$ cat src/rtl/hazard_control_unit_if.sv
// Port bundle for hazard_control_unit: hazard-detection inputs from ID/EX/MEM and stage controls out.
// Define HAZARD_PERF_EN to add the performance-counter clear input and counter outputs.
interface hazard_control_unit_if #(
  parameter int ADDR_W = 5
);
  logic [ADDR_W-1:0] id_addr1;
  logic [ADDR_W-1:0] id_addr2;
  logic              id_use1;
  logic              id_use2;
  logic [ADDR_W-1:0] exe_addr;
  logic              exe_memread;
  logic              exe_muldiv_start;
  logic              muldiv_done;
  logic              mem_busy;
  logic              branch_taken;

  logic pc_stall;
  logic ifid_stall;
  logic ifid_flush;
  logic idex_stall;
  logic idex_bubble;
  logic exmem_stall;
  logic exmem_bubble;
  logic memwb_bubble;
  logic mem_err;

`ifdef HAZARD_PERF_EN
  logic        perf_clr;
  logic [31:0] perf_lu_cnt;
  logic [31:0] perf_muldiv_cnt;
  logic [31:0] perf_mem_cnt;
  logic [31:0] perf_flush_cnt;
`endif

  modport master (
`ifdef HAZARD_PERF_EN
    output perf_clr,
    input  perf_lu_cnt, perf_muldiv_cnt, perf_mem_cnt, perf_flush_cnt,
`endif
    output id_addr1, id_addr2, id_use1, id_use2, exe_addr, exe_memread,
           exe_muldiv_start, muldiv_done, mem_busy, branch_taken,
    input  pc_stall, ifid_stall, ifid_flush, idex_stall, idex_bubble,
           exmem_stall, exmem_bubble, memwb_bubble, mem_err
  );

  modport slave (
`ifdef HAZARD_PERF_EN
    input  perf_clr,
    output perf_lu_cnt, perf_muldiv_cnt, perf_mem_cnt, perf_flush_cnt,
`endif
    input  id_addr1, id_addr2, id_use1, id_use2, exe_addr, exe_memread,
           exe_muldiv_start, muldiv_done, mem_busy, branch_taken,
    output pc_stall, ifid_stall, ifid_flush, idex_stall, idex_bubble,
           exmem_stall, exmem_bubble, memwb_bubble, mem_err
  );
endinterface

$ cat src/rtl/hazard_control_unit.sv
// Stall / bubble / flush controller for the 5-stage RV32IM pipeline (load-use, mul/div, memory wait).
// Define HAZARD_PERF_EN to add per-cause 32-bit performance counters with synchronous clear.
module hazard_control_unit #(
  parameter int ADDR_W      = 5,
  parameter int MEM_TIMEOUT = 255
) (
  input logic                  clk,
  input logic                  reset_n,
  hazard_control_unit_if.slave bus
);
  typedef enum logic [1:0] {RUN, MULDIV_WAIT, MEM_WAIT} state_t;

  localparam logic [7:0]        TIMEOUT = 8'(MEM_TIMEOUT);
  localparam logic [ADDR_W-1:0] REG_X0  = '0;

  state_t     state;
  logic [7:0] timeout_cnt;
  logic       mem_err_q;
  logic       load_use;
  logic       freeze;
  logic       md_stall;
  logic       br_flush;
  logic       lu_stall;

  // Exactly one cause is active per cycle; everything is forced idle while reset is held.
  always_comb begin
    load_use = bus.exe_memread && (bus.exe_addr != REG_X0) &&
               ((bus.id_use1 && (bus.id_addr1 == bus.exe_addr)) ||
                (bus.id_use2 && (bus.id_addr2 == bus.exe_addr)));
    freeze   = reset_n && bus.mem_busy;
    md_stall = 1'b0;
    br_flush = 1'b0;
    lu_stall = 1'b0;
    if (reset_n && !bus.mem_busy) begin
      case (state)
        RUN: begin
          if (bus.exe_muldiv_start)  md_stall = !bus.muldiv_done;
          else if (bus.branch_taken) br_flush = 1'b1;
          else if (load_use)         lu_stall = 1'b1;
        end
        MULDIV_WAIT: md_stall = !bus.muldiv_done;
        default: ;
      endcase
    end
  end

  assign bus.pc_stall     = freeze | md_stall | lu_stall;
  assign bus.ifid_stall   = freeze | md_stall | lu_stall;
  assign bus.ifid_flush   = br_flush;
  assign bus.idex_stall   = freeze | md_stall;
  assign bus.idex_bubble  = br_flush | lu_stall;
  assign bus.exmem_stall  = freeze;
  assign bus.exmem_bubble = md_stall;
  assign bus.memwb_bubble = freeze;
  assign bus.mem_err      = mem_err_q;

  // The timeout counter holds the number of busy cycles already frozen in the current episode.
  always_ff @(posedge clk or negedge reset_n) begin
    if (!reset_n) begin
      state       <= RUN;
      timeout_cnt <= 8'd0;
      mem_err_q   <= 1'b0;
    end else begin
      case (state)
        RUN: begin
          if (bus.mem_busy) begin
            state       <= MEM_WAIT;
            timeout_cnt <= 8'd1;
            if (TIMEOUT <= 8'd1) mem_err_q <= 1'b1;
          end else if (bus.exe_muldiv_start && !bus.muldiv_done) begin
            state <= MULDIV_WAIT;
          end
        end
        MULDIV_WAIT: begin
          if (!bus.mem_busy && bus.muldiv_done) state <= RUN;
        end
        MEM_WAIT: begin
          if (bus.mem_busy) begin
            if (timeout_cnt < TIMEOUT)          timeout_cnt <= timeout_cnt + 8'd1;
            if (timeout_cnt >= TIMEOUT - 8'd1) mem_err_q   <= 1'b1;
          end else begin
            state       <= RUN;
            timeout_cnt <= 8'd0;
          end
        end
        default: state <= RUN;
      endcase
    end
  end

`ifdef HAZARD_PERF_EN
  logic [31:0] lu_cnt;
  logic [31:0] md_cnt;
  logic [31:0] mem_cnt;
  logic [31:0] flush_cnt;

  always_ff @(posedge clk or negedge reset_n) begin
    if (!reset_n) begin
      lu_cnt    <= 32'd0;
      md_cnt    <= 32'd0;
      mem_cnt   <= 32'd0;
      flush_cnt <= 32'd0;
    end else if (bus.perf_clr) begin
      lu_cnt    <= 32'd0;
      md_cnt    <= 32'd0;
      mem_cnt   <= 32'd0;
      flush_cnt <= 32'd0;
    end else begin
      if (lu_stall) lu_cnt    <= lu_cnt + 32'd1;
      if (md_stall) md_cnt    <= md_cnt + 32'd1;
      if (freeze)   mem_cnt   <= mem_cnt + 32'd1;
      if (br_flush) flush_cnt <= flush_cnt + 32'd1;
    end
  end

  assign bus.perf_lu_cnt     = lu_cnt;
  assign bus.perf_muldiv_cnt = md_cnt;
  assign bus.perf_mem_cnt    = mem_cnt;
  assign bus.perf_flush_cnt  = flush_cnt;
`endif
endmodule
$ cat src/flat_wrapper.sv
// flat-port wrapper written by rule: the top's interface ports become plain ports
module hazard_control_unit_flat 
#(
  parameter int ADDR_W      = 5,
  parameter int MEM_TIMEOUT = 255
)
  (clk, reset_n, bus_id_addr1, bus_id_addr2, bus_id_use1, bus_id_use2, bus_exe_addr, bus_exe_memread, bus_exe_muldiv_start, bus_muldiv_done, bus_mem_busy, bus_branch_taken, bus_pc_stall, bus_ifid_stall, bus_ifid_flush, bus_idex_stall, bus_idex_bubble, bus_exmem_stall, bus_exmem_bubble, bus_memwb_bubble, bus_mem_err);
  hazard_control_unit_if #(.ADDR_W(ADDR_W)) bus_i ();
  input logic clk;
  input logic reset_n;
  input wire logic [$bits(bus_i.id_addr1)-1:0] bus_id_addr1;
  input wire logic [$bits(bus_i.id_addr2)-1:0] bus_id_addr2;
  input wire logic [$bits(bus_i.id_use1)-1:0] bus_id_use1;
  input wire logic [$bits(bus_i.id_use2)-1:0] bus_id_use2;
  input wire logic [$bits(bus_i.exe_addr)-1:0] bus_exe_addr;
  input wire logic [$bits(bus_i.exe_memread)-1:0] bus_exe_memread;
  input wire logic [$bits(bus_i.exe_muldiv_start)-1:0] bus_exe_muldiv_start;
  input wire logic [$bits(bus_i.muldiv_done)-1:0] bus_muldiv_done;
  input wire logic [$bits(bus_i.mem_busy)-1:0] bus_mem_busy;
  input wire logic [$bits(bus_i.branch_taken)-1:0] bus_branch_taken;
  output wire logic [$bits(bus_i.pc_stall)-1:0] bus_pc_stall;
  output wire logic [$bits(bus_i.ifid_stall)-1:0] bus_ifid_stall;
  output wire logic [$bits(bus_i.ifid_flush)-1:0] bus_ifid_flush;
  output wire logic [$bits(bus_i.idex_stall)-1:0] bus_idex_stall;
  output wire logic [$bits(bus_i.idex_bubble)-1:0] bus_idex_bubble;
  output wire logic [$bits(bus_i.exmem_stall)-1:0] bus_exmem_stall;
  output wire logic [$bits(bus_i.exmem_bubble)-1:0] bus_exmem_bubble;
  output wire logic [$bits(bus_i.memwb_bubble)-1:0] bus_memwb_bubble;
  output wire logic [$bits(bus_i.mem_err)-1:0] bus_mem_err;
  assign bus_i.id_addr1 = bus_id_addr1;
  assign bus_i.id_addr2 = bus_id_addr2;
  assign bus_i.id_use1 = bus_id_use1;
  assign bus_i.id_use2 = bus_id_use2;
  assign bus_i.exe_addr = bus_exe_addr;
  assign bus_i.exe_memread = bus_exe_memread;
  assign bus_i.exe_muldiv_start = bus_exe_muldiv_start;
  assign bus_i.muldiv_done = bus_muldiv_done;
  assign bus_i.mem_busy = bus_mem_busy;
  assign bus_i.branch_taken = bus_branch_taken;
  assign bus_pc_stall = bus_i.pc_stall;
  assign bus_ifid_stall = bus_i.ifid_stall;
  assign bus_ifid_flush = bus_i.ifid_flush;
  assign bus_idex_stall = bus_i.idex_stall;
  assign bus_idex_bubble = bus_i.idex_bubble;
  assign bus_exmem_stall = bus_i.exmem_stall;
  assign bus_exmem_bubble = bus_i.exmem_bubble;
  assign bus_memwb_bubble = bus_i.memwb_bubble;
  assign bus_mem_err = bus_i.mem_err;
  hazard_control_unit #(.ADDR_W(ADDR_W), .MEM_TIMEOUT(MEM_TIMEOUT)) u_core (.clk(clk), .reset_n(reset_n), .bus(bus_i));
endmodule
$ cat config.mk
export PLATFORM = sky130hd
export DESIGN_NAME = hazard_control_unit_flat
export DESIGN_NICKNAME = d
export VERILOG_FILES = /design/src/rtl/hazard_control_unit_if.sv /design/src/rtl/hazard_control_unit.sv /design/src/flat_wrapper.sv
export SDC_FILE = /design/constraint.sdc
export NUM_CORES = 1
export LEC_CHECK = 0
export BUFFER_PORTS_ARGS = -buffer_cell sky130_fd_sc_hd__clkbuf_2
export CORE_ASPECT_RATIO = 1.25
export CORE_UTILIZATION = 47
export CTS_CLUSTER_SIZE = 20
export DETAILED_ROUTE_END_ITERATION = 16
export PLACE_DENSITY = 0.77
export SLEW_MARGIN = 15
export SYNTH_ARGS = -nofsm -noshare
export SYNTH_HDL_FRONTEND = slang
export SYNTH_SLANG_ARGS = --single-unit
$ cat constraint.sdc
create_clock -name clk -period 2 [get_ports clk]
set_clock_uncertainty 0.15 [all_clocks]
set_input_delay 0.2 -clock clk [delete_from_list [all_inputs] [get_ports clk]]
set_output_delay 0.2 -clock clk [all_outputs]
set_load 0.02 [all_outputs]
Yosys cells after proc, flatten, opt, wreduce, memory -nomap -nowiden:

Cells that the tools add are included.
W data, S select, Z words.

* output and inout bits: 9
* memory bits (writable): 0
* word-level logic and storage cells: 56
* input bits: 24
* memories kept: 0
* bits in latches: 0
* ROM bits: 0
* flip-flop bits (word level): 11

* divide/modulo/power cells: 0
* $add $sub $neg: 1
* reductions and logical operators: 17
* bitwise gates (word level): 3
* shift-type cells: 0
* equality and inequality tests: 9
* muxes and demuxes: 21
* order comparisons: 2
* multipliers: 0

Operator list (number)
* $mux W8: 3
* $pmux W8 S2: 1
* $mux W1: 11
* $eq A5 B5 Y1: 2
* $reduce_and A3 Y1: 3
* $add A8 B1 Y8 const B: 1
* $ge A8 B8 Y1 const B: 1
* $logic_and A1 B1 Y1: 8
* $lt A8 B8 Y1 const B: 1
* $mux W2: 4
* $ne A3 B2 Y1 const B: 2
* $pmux W2 S3: 1
* $reduce_bool A5 Y1: 1
* $ne A2 B2 Y1 const B: 2
* $or A1 B1 Y1: 3
* $eq A2 B1 Y1 const B: 1
* $eq A2 B2 Y1 const B: 1
* $logic_not A1 Y1: 2
* $logic_not A2 Y1: 1
* $ne A2 B1 Y1 const B: 1
* $pmux W1 S2: 1
* $reduce_bool A2 Y1: 1
* $logic_or A1 B1 Y1: 1

Depth between registers and ports, before layout:

Gate-level depths: netlist of run 1.

* depth after elaboration: 10
* mapped depth: 6
* gate-level depth less buffers: 5

Worst setup path before layout of run 1:

No wires, ideal clock.

* path type: register to output
* from: register u_core.state[1]
* to: output port bus_pc_stall
* data required time: 1.650 ns
* stages on the path, launching flop included: 7
* path buffers: 2
* path slack: -0.582 ns
* data arrival time: 2.232 ns
* path through: dfrtp_1 > buf_4 > nor2_1 > nor4bb_1 > or2_2 > o21bai_1 > buf_4

* longest elaborated chain between the ends: 5
* elaborated cells on any way between the ends: 8
* classes of those cells: eq/ne: 1; mux: 4; bitwise: 2; reduce/logical: 1

RTL lines
* start: declaration: line hazard_control_unit.sv:16 `state_t state;`
* start signal: assignment: line hazard_control_unit.sv:60 `state <= RUN;`
* start signal: assignment: line hazard_control_unit.sv:67 `state <= MEM_WAIT;`
* start signal: assignment: line hazard_control_unit.sv:71 `state <= MULDIV_WAIT;`
* $eq A2 B1 Y1 / $logic_not A2 Y1 (equally long branches): line hazard_control_unit.sv:35 `case (state)`
* $pmux W1 S2 *: line hazard_control_unit.sv:35
* $mux W1 *: line hazard_control_unit.sv:34 `if (reset_n && !bus.mem_busy) begin`
* named net bus_exmem_bubble: line flat_wrapper.sv:27 `output wire logic [$bits(bus_i.exmem_bubble)-1:0] bus_exmem_bubble;`
* $or A1 B1 Y1 *
* named net bus_idex_stall: line flat_wrapper.sv:24 `output wire logic [$bits(bus_i.idex_stall)-1:0] bus_idex_stall;`
* $or A1 B1 Y1 *: line hazard_control_unit.sv:47 `assign bus.pc_stall = freeze | md_stall | lu_stall;`
* end: declaration: line flat_wrapper.sv:21 `output wire logic [$bits(bus_i.pc_stall)-1:0] bus_pc_stall;`

Mark *: on every way through the listed nets, which the timed path passes. The rest lies on a longest branch.

Worst setup path after layout of run 1:

* from: register u_core.state[1]
* to: output port bus_ifid_stall

* longest elaborated chain between the ends: 5
* elaborated cells on any way between the ends: 8
* classes of those cells: eq/ne: 1; mux: 4; bitwise: 2; reduce/logical: 1

RTL lines
* $eq A2 B1 Y1 / $logic_not A2 Y1 (equally long branches): line hazard_control_unit.sv:35
* $pmux W1 S2: line hazard_control_unit.sv:35
* $mux W1: line hazard_control_unit.sv:34
* $or A1 B1 Y1: line hazard_control_unit.sv:48 `assign bus.ifid_stall = freeze | md_stall | lu_stall;`
* $or A1 B1 Y1 *: line hazard_control_unit.sv:48
* end: declaration: line flat_wrapper.sv:22 `output wire logic [$bits(bus_i.ifid_stall)-1:0] bus_ifid_stall;`

Mark *: on every way between the ends. The rest lies on a longest branch, timed or not.

==> results of run 1 <==
-- registers in the layout, indices dropped and copies added, names as in the netlist --
| signal | count |
|---|---|
| u_core.timeout_cnt | 8 |
| u_core.state | 2 |
| u_core.bus.mem_err | 1 |
-- cell usage in the layout, fill, tap and decap left out, types with 2 or more instances in the layout --
cell,Yosys,layout
a211oi_1,2,2
a21oi_1,8,8
buf_4,4,7
clkbuf_2,0,30
clkbuf_4,0,3
dfrtp_1,11,10
ha_1,2,2
inv_1,8,8
nand2_1,7,7
nand3_1,2,2
nor2_1,6,4
nor2_4,0,2
nor4_1,3,3
o211ai_1,2,2
o21ai_0,4,4
o31ai_1,3,3
or3_1,3,3
xnor2_1,3,3
xor2_1,9,9
-- report_power, final --
group	switching, uW	total (uW)	leakage, uW	internal, uW
clock	76.9	154	0.0000150	77.0
combinational	87.8	161	0.000365	73.0
sequential	15.1	249	0.000141	234
-- logic make-up after synthesis --
group           count (synthesis)  share of synthesized area (%)
xor+xnor                       12                           12.4
simple gates                   35                           23.7
fa+ha+maj                       2                           2.95
buf+inv                        12                           7.07
flops                          11                           32.4
compound gates                 25                           21.5
-- worst max-delay path by stage --
| stage | start | cells past startpoint | endpoint | slack, ns |
|---|---|---|---|---|
| 6_report | u_core.state[1]$_DFFE_PN0P_ | 5 | bus_ifid_stall | 0.11 |
| 5_1_grt | u_core.timeout_cnt[1]$_DFFE_PN0P_ | 5 | u_core.timeout_cnt[2]$_DFFE_PN0P_ | 0.02 |
| 3_3_place_gp | bus_exe_addr[3] | 6 | bus_idex_bubble | 0.18 |
| 3_5_place_dp | bus_exe_addr[3] | 6 | bus_idex_bubble | 0.11 |
| 4_1_cts | u_core.state[1]$_DFFE_PN0P_ | 5 | bus_ifid_stall | 0.004 |
| 2_1_floorplan | u_core.state[1]$_DFFE_PN0P_ | 6 | bus_pc_stall | 0.003 |
-- routing by layer --
| metal | wire (um) | vias to the layer above | GRT usage [%] |
|---|---|---|---|
| met5 | 0 | - | 0 |
| met4 | 6 | 0 | 5.17 |
| met3 | 148 | 2 | 1.35 |
| met2 | 1030 | 35 | 41.9 |
| met1 | 768 | 401 | 24.6 |
| li1 | - | 422 | - |
-- layout make-up --
class | instances | area share (%)
multi-input cells | 74 | 49.2
inverters | 8 | 2.68
clock buffers | 4 | 2.35
repair buffers | 38 | 19.0
well taps | 18 | 2.01
flip-flops and latches | 11 | 24.7
-- per-stage QoR --
stage | utilization, % | hold WS (ns) | std cells | area [um^2]
6_report | 69.0 | 0.0164 | 153 | 1120
4_1_cts | 67.1 | 0.0190 | 151 | 1090
2_1_floorplan | - | -0.246 | 97 | 871
3_3_place_gp | 64.5 | 0.0553 | 146 | 1050
3_5_place_dp | 64.5 | 0.0613 | 146 | 1050
5_1_grt | 69.0 | 0.0293 | 153 | 1120
-- timing repair --
| item | in CTS | in global routing |
|---|---|---|
| setup endpoints to repair | 2 | 2 |
| hold buffers | 1 | 0 |
| endpoints found under the hold margin | 11 | 0 |
| buffers inserted | 0 | 2 |
| gates resized for setup | 3 | 6 |
| pin swaps | 0 | 1 |
==> flow_summary_export.csv, run 1 <==
group,metric,value,unit
critical_path,critPathMaxFanout,4,
critical_path,critPathLaunchType,"register",
floorplan,dieHeight,49.5,um
finish,nNetsFinal,162,
placed_design,place_congestion,0.822,
critical_path,critPathBufInv,1,
floorplan,initial_utilization,52.4,%
worst_hold_path,min_to,"u_core.state[0]$_DFFE_PN0P_",
sta,timing.fmax,530,MHz
routing,vias_per_cell,5.62,
routing,drt_wl_total,1950,um
logic_synthesis,synthTopCellsByCount,"dfrtp_1, xor2_1, a21oi_1, inv_1, nand2_1",
critical_path,rr_startpoint,"u_core.timeout_cnt[1]$_DFFE_PN0P_",
finish,multi_input_area,551,um^2
logic_synthesis,synth_area_leaders,"dfrtp_1, xor2_1, a21oi_1",
critical_path,slowest_stage,"dfrtp_2",
worst_hold_path,whs_path_depth,2,
finish,area.growth.synth_to_final,31.7,%
logic_synthesis,synthArstFlopShare,100,%
job,cap_violations,0,
floorplan,core,0.00162,mm^2
logic_synthesis,ys_ff_latch,11,
power_and_ir_drop,p_leak,0.000520,uW
logic_synthesis,synth_area,850,um^2
routing,drt_iter0_drc,6,
clock_network,tritoncts,"built",
critical_path,rrSetupSlack,0.13,ns
critical_path,critical_path.top_delay_family,"simple AND/OR/NAND/NOR gates",
floorplan,io_pins,33,
routing,first_pass_iters,4,
power_and_ir_drop,peakVddDrop,0.000383,V
logic_synthesis,avgSynthCellArea,8.76,um^2
worst_hold_path,min_path_type,"primary input to register",
clock_network,clkLatencyLatePin,0.26,ns
clock_network,clk_pin_slew_worst_paths,0.08,ns
routing,wl_per_cell,12.7,um
sta,period_minus_slack,1.89,ns
clock_network,cts_root_buf,"clkbuf_4",
critical_path,path_cells,"nor2_4 > nand3_1 > or3_1 > o21bai_2 > buf_4",
critical_path,path_class,"register to output port",
logic_synthesis,yosysSeqAreaShare,32.4,%
sta,slew-limit-headroom,75.2,%
sta,worst_slack,0.113,ns
logic_synthesis,synth.top_cell.area_share,32.4,%
grt,antenna_found_initial,0,
placed_design,io_buffer_count,32,
grt,grt_use_total,22.2,%
finish,n_antenna_cell,0,
critical_path,required,1.65,ns
critical_path,r2r_end,"u_core.timeout_cnt[2]$_DFFE_PN0P_",
grt,grt-ovfl-total,0,
worst_hold_path,min-delay-start,"bus_muldiv_done",
logic_synthesis,synthDistinctLibCells,35,
grt,grt_pass1_vias,797,
floorplan,die_x,40.0,um
sta,rsz0062_at_grt,"false",
status,status,"finished, final reports clean",
power_and_ir_drop,powerDensity,504,mW/mm^2
logic_synthesis,ys_warn_count,0,
finish,fillCellCount,128,
logic_synthesis,synth_most_common_cell,"dfrtp_1",
critical_path,critical_path.max_stage_delay,0.44,ns
logic_synthesis,synth_top_area_cell,"dfrtp_1",
clock_network,cts.sinks,11,
finish,drive_above_1_share,39.3,%
critical_path,rr_worst_depth,5,
floorplan,rows,16,
power_and_ir_drop,p_total,563,uW
critical_path,endpoint_kind,"output port",
sta,tns,0,ns
sta,setup_viol,0,
logic_synthesis,ys.flop_type,"dfrtp_1",
sta,tightest_slew,0.370,ns
critical_path,crit_arrival,1.54,ns
clock_network,ctsHtreeMaxLevel,1,
sta,period_share,94.3,%
placed_design,dp_slack,0.110,ns
grt,grt_max_degree,12,
logic_synthesis,synthCells,97,
routing,drc_errors,0,
routing,vias,860,
clock_network,clockBufferDepth,2,
floorplan,dieArea,0.00198,mm^2
placed_design,dpl.hpwl,1570,um
routing,ant_nets,0,
sta,finalMaxSlewViolations,0,
grt,grt_pass1_wl,3140,um
sta,hold_viol,0,
logic_synthesis,synth-edff-count,0,
clock_network,cts_buffers,3,
logic_synthesis,syn-num-nets,123,
finish,regArea,277,um^2
No activity file was read; power rests on OpenSTA's default activity.
==> run 2: changes to the inputs <==
- clock period: 2 -> 2.1 ns (I/O delays scaled with it)
==> run 2 against run 1 <==
- combinational power decreased by 11%
- setup slack improved by 0.017 ns
- global-route usage down 0.41 points
- sequential power is 4% lower
- non-clock buffer count is 2 lower
- sequential share of layout area grew 0.59 points
- hold slack better by 0.015 ns
- first-iteration DRC count shrank 67%
- cell area fell by 1.9%
- register-to-register slack gained 0.12 ns
- die area is the same
==> flow_summary_export.csv, run 2 (synthesis results as in run 1) <==
group,metric,value,unit
clock_network,clkLatencyLatePin,0.26,ns
finish,drive_above_1_share,39.1,%
sta,period_minus_slack,1.97,ns
power_and_ir_drop,p_leak,0.000509,uW
critical_path,path_cells,"nor2_4 > nand3_1 > or3_1 > o21bai_2 > buf_2",
sta,slew-limit-headroom,74.0,%
clock_network,clockBufferDepth,2,
floorplan,io_pins,33,
grt,grt_use_total,21.7,%
clock_network,tritoncts,"built",
floorplan,dieArea,0.00198,mm^2
routing,vias_per_cell,5.50,
critical_path,critical_path.max_stage_delay,0.44,ns
routing,drt_wl_total,1920,um
critical_path,rr_worst_depth,4,
critical_path,crit_arrival,1.61,ns
power_and_ir_drop,peakVddDrop,0.000322,V
finish,nNetsFinal,160,
grt,antenna_found_initial,0,
critical_path,critPathMaxFanout,5,
clock_network,cts_buffers,3,
floorplan,rows,16,
sta,hold_viol,0,
sta,period_share,93.8,%
routing,ant_nets,0,
routing,first_pass_iters,4,
clock_network,cts_root_buf,"clkbuf_4",
worst_hold_path,whs_path_depth,2,
grt,grt_pass1_vias,738,
floorplan,dieHeight,49.5,um
placed_design,place_congestion,0.789,
clock_network,cts.sinks,11,
finish,largest_reg_flops,8,
routing,wl_per_cell,12.7,um
critical_path,required,1.74,ns
finish,layout_commonest_cell,"clkbuf_2",
placed_design,io_buffer_count,32,
sta,setup_viol,0,
floorplan,initial_utilization,52.4,%
critical_path,path_class,"register to output port",
clock_network,clk_pin_slew_worst_paths,0.07,ns
grt,grt-ovfl-total,0,
sta,finalMaxSlewViolations,0,
finish,mostFrequentLayoutCells,"clkbuf_2, xor2_1, dfrtp_1",
routing,vias,830,
clock_network,ctsHtreeMaxLevel,1,
routing,drt_iter0_drc,2,
finish,area.growth.synth_to_final,29.2,%
floorplan,core,0.00162,mm^2
sta,tightest_slew,0.389,ns
routing,drc_errors,0,
worst_hold_path,min_path_type,"primary input to register",
power_and_ir_drop,powerDensity,479,mW/mm^2
finish,n_antenna_cell,0,
sta,hold_slack,0.0318,ns
status,status,"finished, final reports clean",
grt,grt_max_degree,12,
job,cap_violations,0,
critical_path,endpoint_kind,"output port",
sta,tns,0,ns
critical_path,critPathLaunchType,"register",
floorplan,die_x,40.0,um
sta,timing.fmax,508,MHz
finish,top_register,"u_core.timeout_cnt",
sta,rsz0062_at_grt,"false",
grt,grt_pass1_wl,2990,um
placed_design,dpl.hpwl,1550,um
critical_path,slowest_stage,"dfrtp_2",
[run 2: cell types whose count changed in the layout (fill, tap and decap cells not counted)]
cell	previous run	this run
buf_2	0	2
buf_4	7	3
dfrtp_1	10	9
dfrtp_2	1	2
or2_2	0	1
or2_4	1	0
[run 2: final cells by class]
class | instances | area [um^2]
Timing Repair Buffer | 36 | 193
Inverter | 8 | 30.0
Fill cell | 130 | 524
Multi-Input combinational cell | 74 | 548
Sequential cell | 11 | 278
Tap cell | 18 | 22.5
Clock buffer | 4 | 26.3
[run 2: worst paths after layout]
path	start	slack (ns)	end
setup / recovery	u_core.state[0]$_DFFE_PN0P_	0.13	bus_ifid_stall
hold / removal	bus_muldiv_done	0.03	u_core.state[0]$_DFFE_PN0P_
setup reg to reg	u_core.state[0]$_DFFE_PN0P_	0.25	u_core.timeout_cnt[5]$_DFFE_PN0P_
hold reg to reg	u_core.bus.mem_err$_DFFE_PN0P_	0.38	u_core.bus.mem_err$_DFFE_PN0P_
max in group asynchronous	reset_n	1.31	u_core.state[0]$_DFFE_PN0P_
min in group asynchronous	reset_n	0.33	u_core.state[1]$_DFFE_PN0P_
[run 2: critical path, delay by kind of cell (launching register included)]
kind,cells,cell delay [ns]
AO/OA/AOI/OAI,1,0.13
AND/OR/NAND/NOR,3,0.58
flip-flops,1,0.44
buffers and inverters,1,0.18
[run 2: where the power goes]
group | internal, uW | switching (uW) | total (uW)
logic | 63.4 | 79.4 | 143
clock network | 73.5 | 69.7 | 143
registers | 223 | 16.4 | 239
[run 2: through the flow]
stage | setup slack [ns] | power [uW] | cells | area (um^2) | utilization (%)
finish | 0.130 | 525 | 151 | 1100 | 67.7
global route | 0.000360 | 558 | 151 | 1100 | 67.7
CTS | 0.0379 | 527 | 150 | 1080 | 66.7
detailed placement | 0.209 | 379 | 145 | 1040 | 63.9
global placement | 0.258 | 374 | 145 | 1040 | 63.9
floorplan | 0.0696 | 329 | 97 | 868 | -
[run 2: what timing repair did]
action,CTS,global route
buffers inserted,0,1
hold buffers,1,0
hold endpoints to repair,11,0
cloned,0,0
endpoints found under the setup margin,2,2
resized for setup,3,5
[run 2: routing by layer]
layer,global-route usage (%),part of all wire (%),up-vias
met3,2.70,6.6,4
met1,23.5,42,372
met2,39.2,50,31
met4,8.62,1.5,0
li1,-,-,423
met5,0,0,-
